## src/rtl/reg_bank_pkg.sv

```systemverilog
// Shared types for the general-purpose register bank.
// Op codes and context save/restore engine states.
package reg_bank_pkg;

  typedef enum logic [2:0] {
    OP_NOP   = 3'd0,
    OP_LOAD  = 3'd1,
    OP_DRIVE = 3'd2,
    OP_INC   = 3'd3,
    OP_DEC   = 3'd4,
    OP_CLR   = 3'd5
  } reg_bank_op_e;

  typedef enum logic [1:0] {
    CTX_IDLE    = 2'd0,
    CTX_SAVE    = 2'd1,
    CTX_RESTORE = 2'd2,
    CTX_DONE    = 2'd3
  } ctx_state_e;

endpackage

```

## src/rtl/reg_bank_ctx_fsm.sv

```systemverilog
// Context save/restore engine: walks every register index
// and streams it to or from memory over a req/ack handshake.
module reg_bank_ctx_fsm
  import reg_bank_pkg::*;
#(
  parameter int  DATA_W   = 8,
  parameter int  NUM_REGS = 4,
  localparam int SEL_W    = $clog2(NUM_REGS)
) (
  input  logic              clock,
  input  logic              reset,
  input  logic              ctx_save,
  input  logic              ctx_restore,
  input  logic [DATA_W-1:0] wdata_i,
  input  logic [DATA_W-1:0] mem_rdata,
  input  logic              mem_ack,
  output logic              busy_o,
  output logic              ctx_busy,
  output logic              ctx_done,
  output logic              mem_req,
  output logic              mem_we,
  output logic [SEL_W-1:0]  mem_idx,
  output logic [DATA_W-1:0] mem_wdata,
  output logic              rst_we,
  output logic [SEL_W-1:0]  rst_idx,
  output logic [DATA_W-1:0] rst_data
);

  localparam logic [SEL_W-1:0] LAST = SEL_W'(NUM_REGS - 1);

  ctx_state_e       state_q, state_d;
  logic [SEL_W-1:0] idx_q, idx_d;

  always_comb begin
    state_d = state_q;
    idx_d   = idx_q;
    rst_we  = 1'b0;
    unique case (state_q)
      CTX_IDLE: begin
        idx_d = '0;
        if (ctx_save)         state_d = CTX_SAVE;
        else if (ctx_restore) state_d = CTX_RESTORE;
      end
      CTX_SAVE, CTX_RESTORE: begin
        rst_we = mem_ack && (state_q == CTX_RESTORE);
        if (mem_ack) begin
          if (idx_q == LAST) begin
            state_d = CTX_DONE;
            idx_d   = '0;
          end else begin
            idx_d = idx_q + SEL_W'(1);
          end
        end
      end
      CTX_DONE: state_d = CTX_IDLE;
    endcase
  end

  always_ff @(posedge clock) begin
    if (reset) begin
      state_q <= CTX_IDLE;
      idx_q   <= '0;
    end else begin
      state_q <= state_d;
      idx_q   <= idx_d;
    end
  end

  assign mem_req   = (state_q == CTX_SAVE) || (state_q == CTX_RESTORE);
  assign mem_we    = (state_q == CTX_SAVE);
  assign mem_idx   = idx_q;
  assign mem_wdata = mem_we ? wdata_i : '0;
  assign ctx_busy  = mem_req;
  assign ctx_done  = (state_q == CTX_DONE);
  assign busy_o    = (state_q != CTX_IDLE);
  assign rst_idx   = idx_q;
  assign rst_data  = mem_rdata;

endmodule

```

## src/rtl/reg_bank.sv

```systemverilog
// Parametrised register bank: bus ops, two direct read ports
// and a context save/restore engine toward memory.
module reg_bank
  import reg_bank_pkg::*;
#(
  parameter int  DATA_W   = 8,
  parameter int  NUM_REGS = 4,
  localparam int SEL_W    = $clog2(NUM_REGS)
) (
  input  logic              clock,
  input  logic              reset,
  input  logic [2:0]        op,
  input  logic [SEL_W-1:0]  reg_sel,
  input  logic [DATA_W-1:0] bus_in,
  output logic [DATA_W-1:0] bus_out,
  output logic              bus_oe,
  input  logic [SEL_W-1:0]  dir_a_sel,
  input  logic [SEL_W-1:0]  dir_b_sel,
  output logic [DATA_W-1:0] dir_a,
  output logic [DATA_W-1:0] dir_b,
  input  logic              ctx_save,
  input  logic              ctx_restore,
  output logic              ctx_busy,
  output logic              ctx_done,
  output logic              mem_req,
  output logic              mem_we,
  output logic [SEL_W-1:0]  mem_idx,
  output logic [DATA_W-1:0] mem_wdata,
  input  logic [DATA_W-1:0] mem_rdata,
  input  logic              mem_ack
);

  logic [DATA_W-1:0] regs_q [NUM_REGS];
  logic [DATA_W-1:0] regs_d [NUM_REGS];
  logic [DATA_W-1:0] sel_val;
  logic [DATA_W-1:0] save_val;
  logic [DATA_W-1:0] rst_data;
  logic [SEL_W-1:0]  rst_idx;
  logic              rst_we;
  logic              busy;
  logic              sel_ok;
  reg_bank_op_e      op_e;

  assign op_e   = reg_bank_op_e'(op);
  assign sel_ok = int'(reg_sel) < NUM_REGS;

  // Out-of-range selects read as zero
  always_comb begin
    sel_val  = '0;
    save_val = '0;
    dir_a    = '0;
    dir_b    = '0;
    for (int i = 0; i < NUM_REGS; i++) begin
      if (reg_sel == SEL_W'(i))   sel_val  = regs_q[i];
      if (mem_idx == SEL_W'(i))   save_val = regs_q[i];
      if (dir_a_sel == SEL_W'(i)) dir_a    = regs_q[i];
      if (dir_b_sel == SEL_W'(i)) dir_b    = regs_q[i];
    end
  end

  always_comb begin
    bus_oe  = !busy && sel_ok && (op_e == OP_DRIVE);
    bus_out = bus_oe ? sel_val : '0;
  end

  always_comb begin
    regs_d = regs_q;
    for (int i = 0; i < NUM_REGS; i++) begin
      if (rst_we && rst_idx == SEL_W'(i)) begin
        regs_d[i] = rst_data;
      end else if (!busy && reg_sel == SEL_W'(i)) begin
        case (op_e)
          OP_LOAD: regs_d[i] = bus_in;
          OP_INC:  regs_d[i] = regs_q[i] + DATA_W'(1);
          OP_DEC:  regs_d[i] = regs_q[i] - DATA_W'(1);
          OP_CLR:  regs_d[i] = '0;
          default: ;
        endcase
      end
    end
  end

  always_ff @(posedge clock) begin
    if (reset) begin
      for (int i = 0; i < NUM_REGS; i++) regs_q[i] <= '0;
    end else begin
      regs_q <= regs_d;
    end
  end

  reg_bank_ctx_fsm #(
    .DATA_W  (DATA_W),
    .NUM_REGS(NUM_REGS)
  ) u_ctx (
    .clock      (clock),
    .reset      (reset),
    .ctx_save   (ctx_save),
    .ctx_restore(ctx_restore),
    .wdata_i    (save_val),
    .mem_rdata  (mem_rdata),
    .mem_ack    (mem_ack),
    .busy_o     (busy),
    .ctx_busy   (ctx_busy),
    .ctx_done   (ctx_done),
    .mem_req    (mem_req),
    .mem_we     (mem_we),
    .mem_idx    (mem_idx),
    .mem_wdata  (mem_wdata),
    .rst_we     (rst_we),
    .rst_idx    (rst_idx),
    .rst_data   (rst_data)
  );

endmodule

```

## config.mk

```make
export PLATFORM = sky130hd
export DESIGN_NAME = reg_bank
export DESIGN_NICKNAME = d
export VERILOG_FILES = /design/src/rtl/reg_bank_pkg.sv /design/src/rtl/reg_bank_ctx_fsm.sv /design/src/rtl/reg_bank.sv
export SDC_FILE = /design/constraint.sdc
export NUM_CORES = 1
export LEC_CHECK = 0
export BUFFER_PORTS_ARGS = -buffer_cell sky130_fd_sc_hd__clkbuf_2
export CELL_PAD_IN_SITES_DETAIL_PLACEMENT = 1
export CELL_PAD_IN_SITES_GLOBAL_PLACEMENT = 1
export CORE_UTILIZATION = 39
export CTS_CLUSTER_SIZE = 10
export DETAILED_ROUTE_END_ITERATION = 10
export PLACE_DENSITY = 0.78
export SETUP_SLACK_MARGIN = 0.2
export SLEW_MARGIN = 15
export SYNTH_ARGS = -nofsm -noshare
export SYNTH_HDL_FRONTEND = slang
export SYNTH_SLANG_ARGS = --single-unit
```

## constraint.sdc

```tcl
create_clock -name clock -period 2.11 [get_ports clock]
set_input_delay 0.211 -clock clock [delete_from_list [all_inputs] [get_ports clock]]
set_output_delay 0.211 -clock clock [all_outputs]
set_load 0.05 [all_outputs]
```

==> results of run 1 <==
-- worst max-delay path, cell delays in order, from the launching register on --
cell and delay, ns:
dfxtp_4 0.37, inv_4 0.05, ha_4 0.19, buf_6 0.14, nand3b_1 0.16, a21oi_1 0.20, a21oi_1 0.07, o21ai_0 0.16
and2_2 0.19, buf_8 0.15
-- routing by layer --
metal  global-route usage  wire length, um  part of all wire
met5                    0                0                 0
met4               0.1458             1182             0.056
met3              0.05046             2198              0.10
met2               0.5691             9896              0.47
met1               0.4267             7915              0.37
-- how the worst max path moves through the flow --
stage | start | endpoint | cells past startpoint
floorplan | op[0] | regs_q[6] | 8
global placement | op[0] | regs_q[6] | 9
detailed placement | op[0] | regs_q[6] | 9
CTS | u_ctx.mem_idx[1] | mem_wdata[7] | 9
global route | u_ctx.mem_idx[1] | mem_wdata[5] | 9
finish | u_ctx.mem_idx[1] | mem_wdata[5] | 9
-- cells in the mapped netlist (4+ instances only) --
library cell,instances
nor2b_1,9
mux4_2,24
and4_1,5
nand2b_1,10
a21oi_1,45
clkbuf_1,29
fa_1,4
dfxtp_1,36
nand3b_1,16
a21o_1,13
ha_1,32
nor3b_1,4
inv_1,10
nand2_1,43
nor2_1,29
xnor2_1,11
and3_1,9
nand3_1,9
xor2_1,5
and2_1,11
nor3_1,8
mux2i_1,7
a211oi_1,21
a311oi_1,5
buf_2,6
a2111oi_0,5
o211ai_1,23
o311ai_1,4
a22oi_1,4
o21bai_1,5
nand4_1,6
o21ai_0,27
o22ai_1,7
-- power breakdown --
| part | switching, W | total (W) | internal [W] |
|---|---|---|---|
| combinational | 0.00164 | 0.00276 | 0.00113 |
| clock | 0.000311 | 0.000663 | 0.000352 |
| sequential | 0.000237 | 0.00104 | 0.000804 |
| total | 0.00218 | 0.00447 | 0.00228 |
-- cells in the final DEF, fill, tap and decap left out, types with 7 or more instances in the layout --
cell      count
a211oi_1     12
a211oi_2      8
a21o_1       13
a21oi_1      30
a21oi_2      15
buf_4        73
buf_6        12
buf_8         8
clkbuf_2     49
dfxtp_1      29
ha_1         18
ha_4          9
inv_1         8
mux2i_1       7
mux4_2       24
nand2_1      43
nand2b_1      8
nand3_1       9
nand3b_1     16
nor2_1       25
o211ai_1     23
o21ai_0      13
o21ai_1      14
o22ai_1       7
xnor2_1      11
-- flip-flops by register name (all words and copies together) (netlist names) --
signal and cells:
u_ctx.mem_idx 2, regs_q 32, u_ctx.state_q 2
-- what timing repair did --
action,CTS,global route
buffers inserted,7,15
pin swaps,9,31
hold buffers,0,0
endpoints found under the setup margin,32,47
cloned,0,2
gates resized for setup,61,104
-- cell families after synthesis --
group | Yosys count
AND/OR/NAND/NOR | 167
AO/OA/AOI/OAI | 184
flip-flops | 36
multiplexers | 31
XOR/XNOR | 16
buffers and inverters | 50
adder cells (fa/ha/maj) | 36
-- through the flow --
stage | cells | power, W | TNS, ns | hold slack [ns]
after floorplan | 520 | 0.002498 | 0 | 0.3470
after global placement | 743 | 0.003071 | -0.5404 | 0.4778
after detailed placement | 743 | 0.003171 | -1.375 | 0.4877
after CTS | 758 | 0.003963 | 0 | 0.1585
after global routing | 775 | 0.004600 | -0.5774 | 0.1772
final | 775 | 0.004468 | -0.2334 | 0.1719
-- area by class of cell --
class | count | area [sq um] | area share
Multi-Input combinational cell | 434 | 3795 | 0.6247
Clock inverter | 2 | 35.03 | 0.005767
Clock buffer | 6 | 72.57 | 0.01195
Timing Repair Buffer | 151 | 1220 | 0.2008
Tap cell | 136 | 170.2 | 0.02801
Sequential cell | 36 | 739.5 | 0.1217
Inverter | 10 | 42.54 | 0.007003
==> impl_metrics.yaml, run 1 <==
sta:
  maxSlewHeadroom: 0.6856
  rsz0062_at_grt: "true"
  setup_viol: 6
  fmax_mhz: 453.6
  tightest_slew_ns: 0.4715
  period_share: 1.045
  drv_slew: 0
  setup_ws_ns: -0.09435
  post-route-min-period_ns: 2.204
  finalClockSkew_ns: 0.009874
  hold_viol: 0
clocking:
  cts_tree: "built"
  cts_sinks: 36
  root_buffer: "clkbuf_8"
  clock_latency_ns: 0.31
  cts.clk_slew.worst_paths_ns: 0.09
  cts-htree-levels: 2
  numCtsBuffers: 5
  clk_path_buf_depth: 2
worst_setup_path:
  crit_fanout: 6
  critPathKind: "flip-flop to primary output"
  cp-end-kind: "primary output"
  rr_startpoint: "regs_q[1]"
  rr_endpoint: "regs_q[6]"
  reg2reg_depth: 6
  required_ns: 1.90
  reg2reg_slack_ns: 0.11
  worst-endpoint-arrival_ns: 1.99
  crit_path_start_kind: "flip-flop"
synthesis:
  yosys.area_share.simple: 0.2082
  synth-seq-area-share: 0.1675
  synth_edf_count: 0
  syn_avg_cell_area_sq_um: 8.275
  synth_xor_area_frac: 0.03257
  ys_ff_latch: 36
  ys_warn_count: 0
  synth-compound-area-share: 0.2911
  synth_cell_type_count: 57
  yosys-top-cells-area: "dfxtp_1 17%, mux4_2 13%, ha_1 9.3%, a21oi_1 5.2%, o211ai_1 4.0%"
  synth_top_area_cell: "dfxtp_1"
  synth_top_family_by_area: "compound AO/OA/AOI/OAI gates"
  ys_async_sr_fraction: 0
  synth_mux_area_frac: 0.1419
  syn_inst: 520
  synth_top_cell_area_share: 0.1675
  syn-cell-area_sq_um: 4303
  synth_ff_type: "dfxtp_1"
  syn_nets: 586
  synthAdderAreaFrac: 0.1117
final_layout:
  final_layout_size_suffix_gt1_frac: 0.4304
  layout.nets: 704
  syn2layout_area_growth_pct: 41.17
  utilization: 0.5780
  design_area_sq_um: 6075
  fill_cells: 1215
  antenna_cells: 0
placed_design:
  gp_congestion: 0.8731
  hpwl_um: 13870
  pre_cts_slack_ns: -0.1618
  port_buffers: 68
  place_area_sq_um: 5200
global_route:
  overflow: 0
  grt_pass1_wl_um: 29230
  antenna_found_initial: 0
  grt_pass1_vias: 5343
  grt_use_total: 0.3375
  grt_max_degree: 24
detailed_routing:
  avgRoutedWirePerCell_um: 27.35
  drcViolationCount: 0
  drt-vias-per-instance: 6.886
  ant_nets: 0
  finalWirelength_um: 21190
  num_vias: 5337
  drtPass1Iterations: 5
  drt_iter0_drc: 532
min_path:
  hp-class: "primary input to flip-flop"
  hold_end: "regs_q[30]"
  holdPathStages: 3
  worstHoldStart: "bus_in[6]"
die:
  fp.dieH_um: 107.0
  coreArea_sq_um: 10510
  die_w_um: 107.0
  start_util: 0.4095
  die_area_sq_um: 11460
  io_pins: 69
  row_count: 37
power:
  power_per_cell_area_nw_per_um2: 735.6
  irDropWorstVdd_mv: 0.5972
  leakagePower_nw: 2.464
flow_run:
  maxCapViolations: 0
run_status:
  violations: "negative setup slack"
  outcome: "complete, but fails checks"
Note: power is estimated with default switching activity, not from simulation.
==> run 2: changes to the inputs <==
CORE_UTILIZATION = 43   (was 39)
PLACE_DENSITY = unset   (was 0.78)
PLACE_DENSITY_LB_ADDON = 0.08   (was unset)
clock period = 2.5 ns   (was 2.11 ns; I/O delays follow)
==> run 2 against run 1 <==
The flow now finishes without violations. Total power is 31% lower. Clock power is 26% lower. Global-route usage hardly changed. Clock skew is 0.0027 ns lower. Combinational power is 38% lower. Non-clock buffer count is 50 lower. Critical path depth is 4 lower. First-iteration DRC count is 51% lower. Via count is 12% lower. Clock-buffer cell count is 1 higher. Critical path type unchanged. Largest power group unchanged. Highest routed layer unchanged.
==> impl_metrics.yaml, run 2 (synthesized netlist as in run 1, its figures left out) <==
sta:
  drv_slew: 0
  tightest_slew_ns: 0.5415
  fmax_mhz: 454.2
  setup_viol: 0
  setup_ws_ns: 0.2984
  maxSlewHeadroom: 0.6390
  period_share: 0.8806
  finalClockSkew_ns: 0.007162
  totalNegativeSetupSlack_ns: 0
  hold_viol: 0
  post-route-min-period_ns: 2.202
  rsz0062_at_grt: "false"
die:
  die_w_um: 102.0
  start_util: 0.4423
  coreArea_sq_um: 9729
  io_pins: 69
  row_count: 36
  die_area_sq_um: 10410
  fp.dieH_um: 102.0
placed_design:
  port_buffers: 68
  pre_cts_slack_ns: -0.05535
  hpwl_um: 13200
  gp_congestion: 0.9512
detailed_routing:
  drcViolationCount: 0
  avgRoutedWirePerCell_um: 23.89
  ant_nets: 0
  drt_iter0_drc: 260
  drtPass1Iterations: 5
  drt-vias-per-instance: 6.551
  finalWirelength_um: 17230
  num_vias: 4723
final_layout:
  largest_reg_flops: 32
  fill_cells: 1224
  final_common_cell: "clkbuf_2"
  final_layout_size_suffix_gt1_frac: 0.2500
  layout_common_cells: "60 x clkbuf_2, 44 x a21oi_1, 43 x nand2_1, 36 x buf_4, 33 x dfxtp_1"
  layout.nets: 654
  antenna_cells: 0
  utilization: 0.5238
  syn2layout_area_growth_pct: 18.44
  regMostFlops: "regs_q"
global_route:
  grtUsageMet3: 0.05814
  grt_use_total: 0.3374
  grt_busiest_layer: "met2"
  use_met1: 0.4377
  grt_max_degree: 30
  grtUsageMet2: 0.5483
  antenna_found_initial: 0
  grt_pass1_wl_um: 26190
  grt_pass1_vias: 4608
  overflow: 0
worst_setup_path:
  slowest_stage: "nand3b_1"
  crit_fanout: 9
  worst-endpoint-arrival_ns: 1.95
  cpPeakStageDelay_ns: 0.38
  crit_path_start_kind: "flip-flop"
  required_ns: 2.25
  worst-path-buf-inv: 2
  cp-end-kind: "primary output"
  path_cells: "inv_1 -> ha_2 -> nand3b_1 -> nor2b_1 -> clkbuf_2"
  critPathKind: "flip-flop to primary output"
  cp_top_family: "simple AND/OR/NAND/NOR gates"
power:
  p_clk_frac: 0.158
  power.switching_w: 0.001537
  power_per_cell_area_nw_per_um2: 606.9
  irDropWorstVdd_mv: 0.4632
  leakagePower_nw: 2.120
  power.share.sequential: 0.285
  swShare: 0.4969
  power_frac_comb: 0.556
  p_int_w: 0.001556
clocking:
  cts_sinks: 36
  holdBufCountCts: 0
  cts-htree-levels: 2
  clock_latency_ns: 0.30
  clk_path_buf_depth: 2
  cts_tree: "built"
  root_buffer: "clkbuf_8"
  numCtsBuffers: 5
  cts.clk_slew.worst_paths_ns: 0.08
flow_run:
  maxCapViolations: 0
run_status:
  outcome: "finished, final reports clean"
min_path:
  hp-class: "primary input to flip-flop"
## run 2: changes by cell type in the layout (fill, tap and decap cells not counted), sizes merged
cell / delta
clkinv: -1
buf: -58
clkbuf: +9
bufinv: -1
## run 2: final timing paths
path | depth (start not counted) | startpoint | endpoint | slack [ns]
worst max register to register | 8 | u_ctx.state_q[0] | regs_q[25] | 0.33
worst min-delay path | 3 | ctx_save | u_ctx.state_q[0] | 0.21
worst max-delay path | 5 | u_ctx.state_q[0] | bus_out[0] | 0.30
worst min register to register | 2 | u_ctx.state_q[1] | u_ctx.state_q[1] | 0.55
## run 2: repair_timing
item,CTS,global route
setup endpoints to repair,8,14
gates resized for setup,2,28
buffers inserted,0,2
pin swaps,0,1
cloned,0,1
## run 2: per-layer routing
metal | vias to the layer above | wire [um]
li1 | 2143 | -
met1 | 2331 | 7157
met2 | 206 | 8208
met3 | 43 | 1107
met4 | 0 | 753
met5 | - | 0
## run 2: layout make-up
cell class,count,area (sq um),area share
Clock buffer,7,96.34,0.01890
Inverter,10,37.54,0.007366
Multi-Input combinational cell,434,3433,0.6737
Sequential cell,36,726.9,0.1426
Tap cell,133,166.4,0.03265
Timing Repair Buffer,101,635.6,0.1247
## run 2: stage by stage
step / hold slack (ns) / total power [W] / area [sq um] / instances
2_1_floorplan: 0.3860 / 0.002043 / 4312 / 520
3_3_place_gp: 0.5251 / 0.002484 / 4897 / 711
3_5_place_dp: 0.5267 / 0.002542 / 4897 / 711
4_1_cts: 0.2120 / 0.003032 / 4999 / 718
5_1_grt: 0.2309 / 0.003250 / 5096 / 721
6_report: 0.2127 / 0.003093 / 5096 / 721
## run 2: power groups by stage
stage	Sequential, W	Clock (W)	Combinational (W)
floorplan	0.000803	0	0.00124
global placement	0.000874	0	0.00161
detailed placement	0.000884	0	0.00166
CTS	0.000870	0.000491	0.00167
global route	0.000890	0.000505	0.00186
finish	0.000883	0.000489	0.00172
## run 2: tightest hold or removal path, cell delays in order
cell and delay, ns:
clkbuf_2 0.09, nand2_1 0.05, a311oi_1 0.08
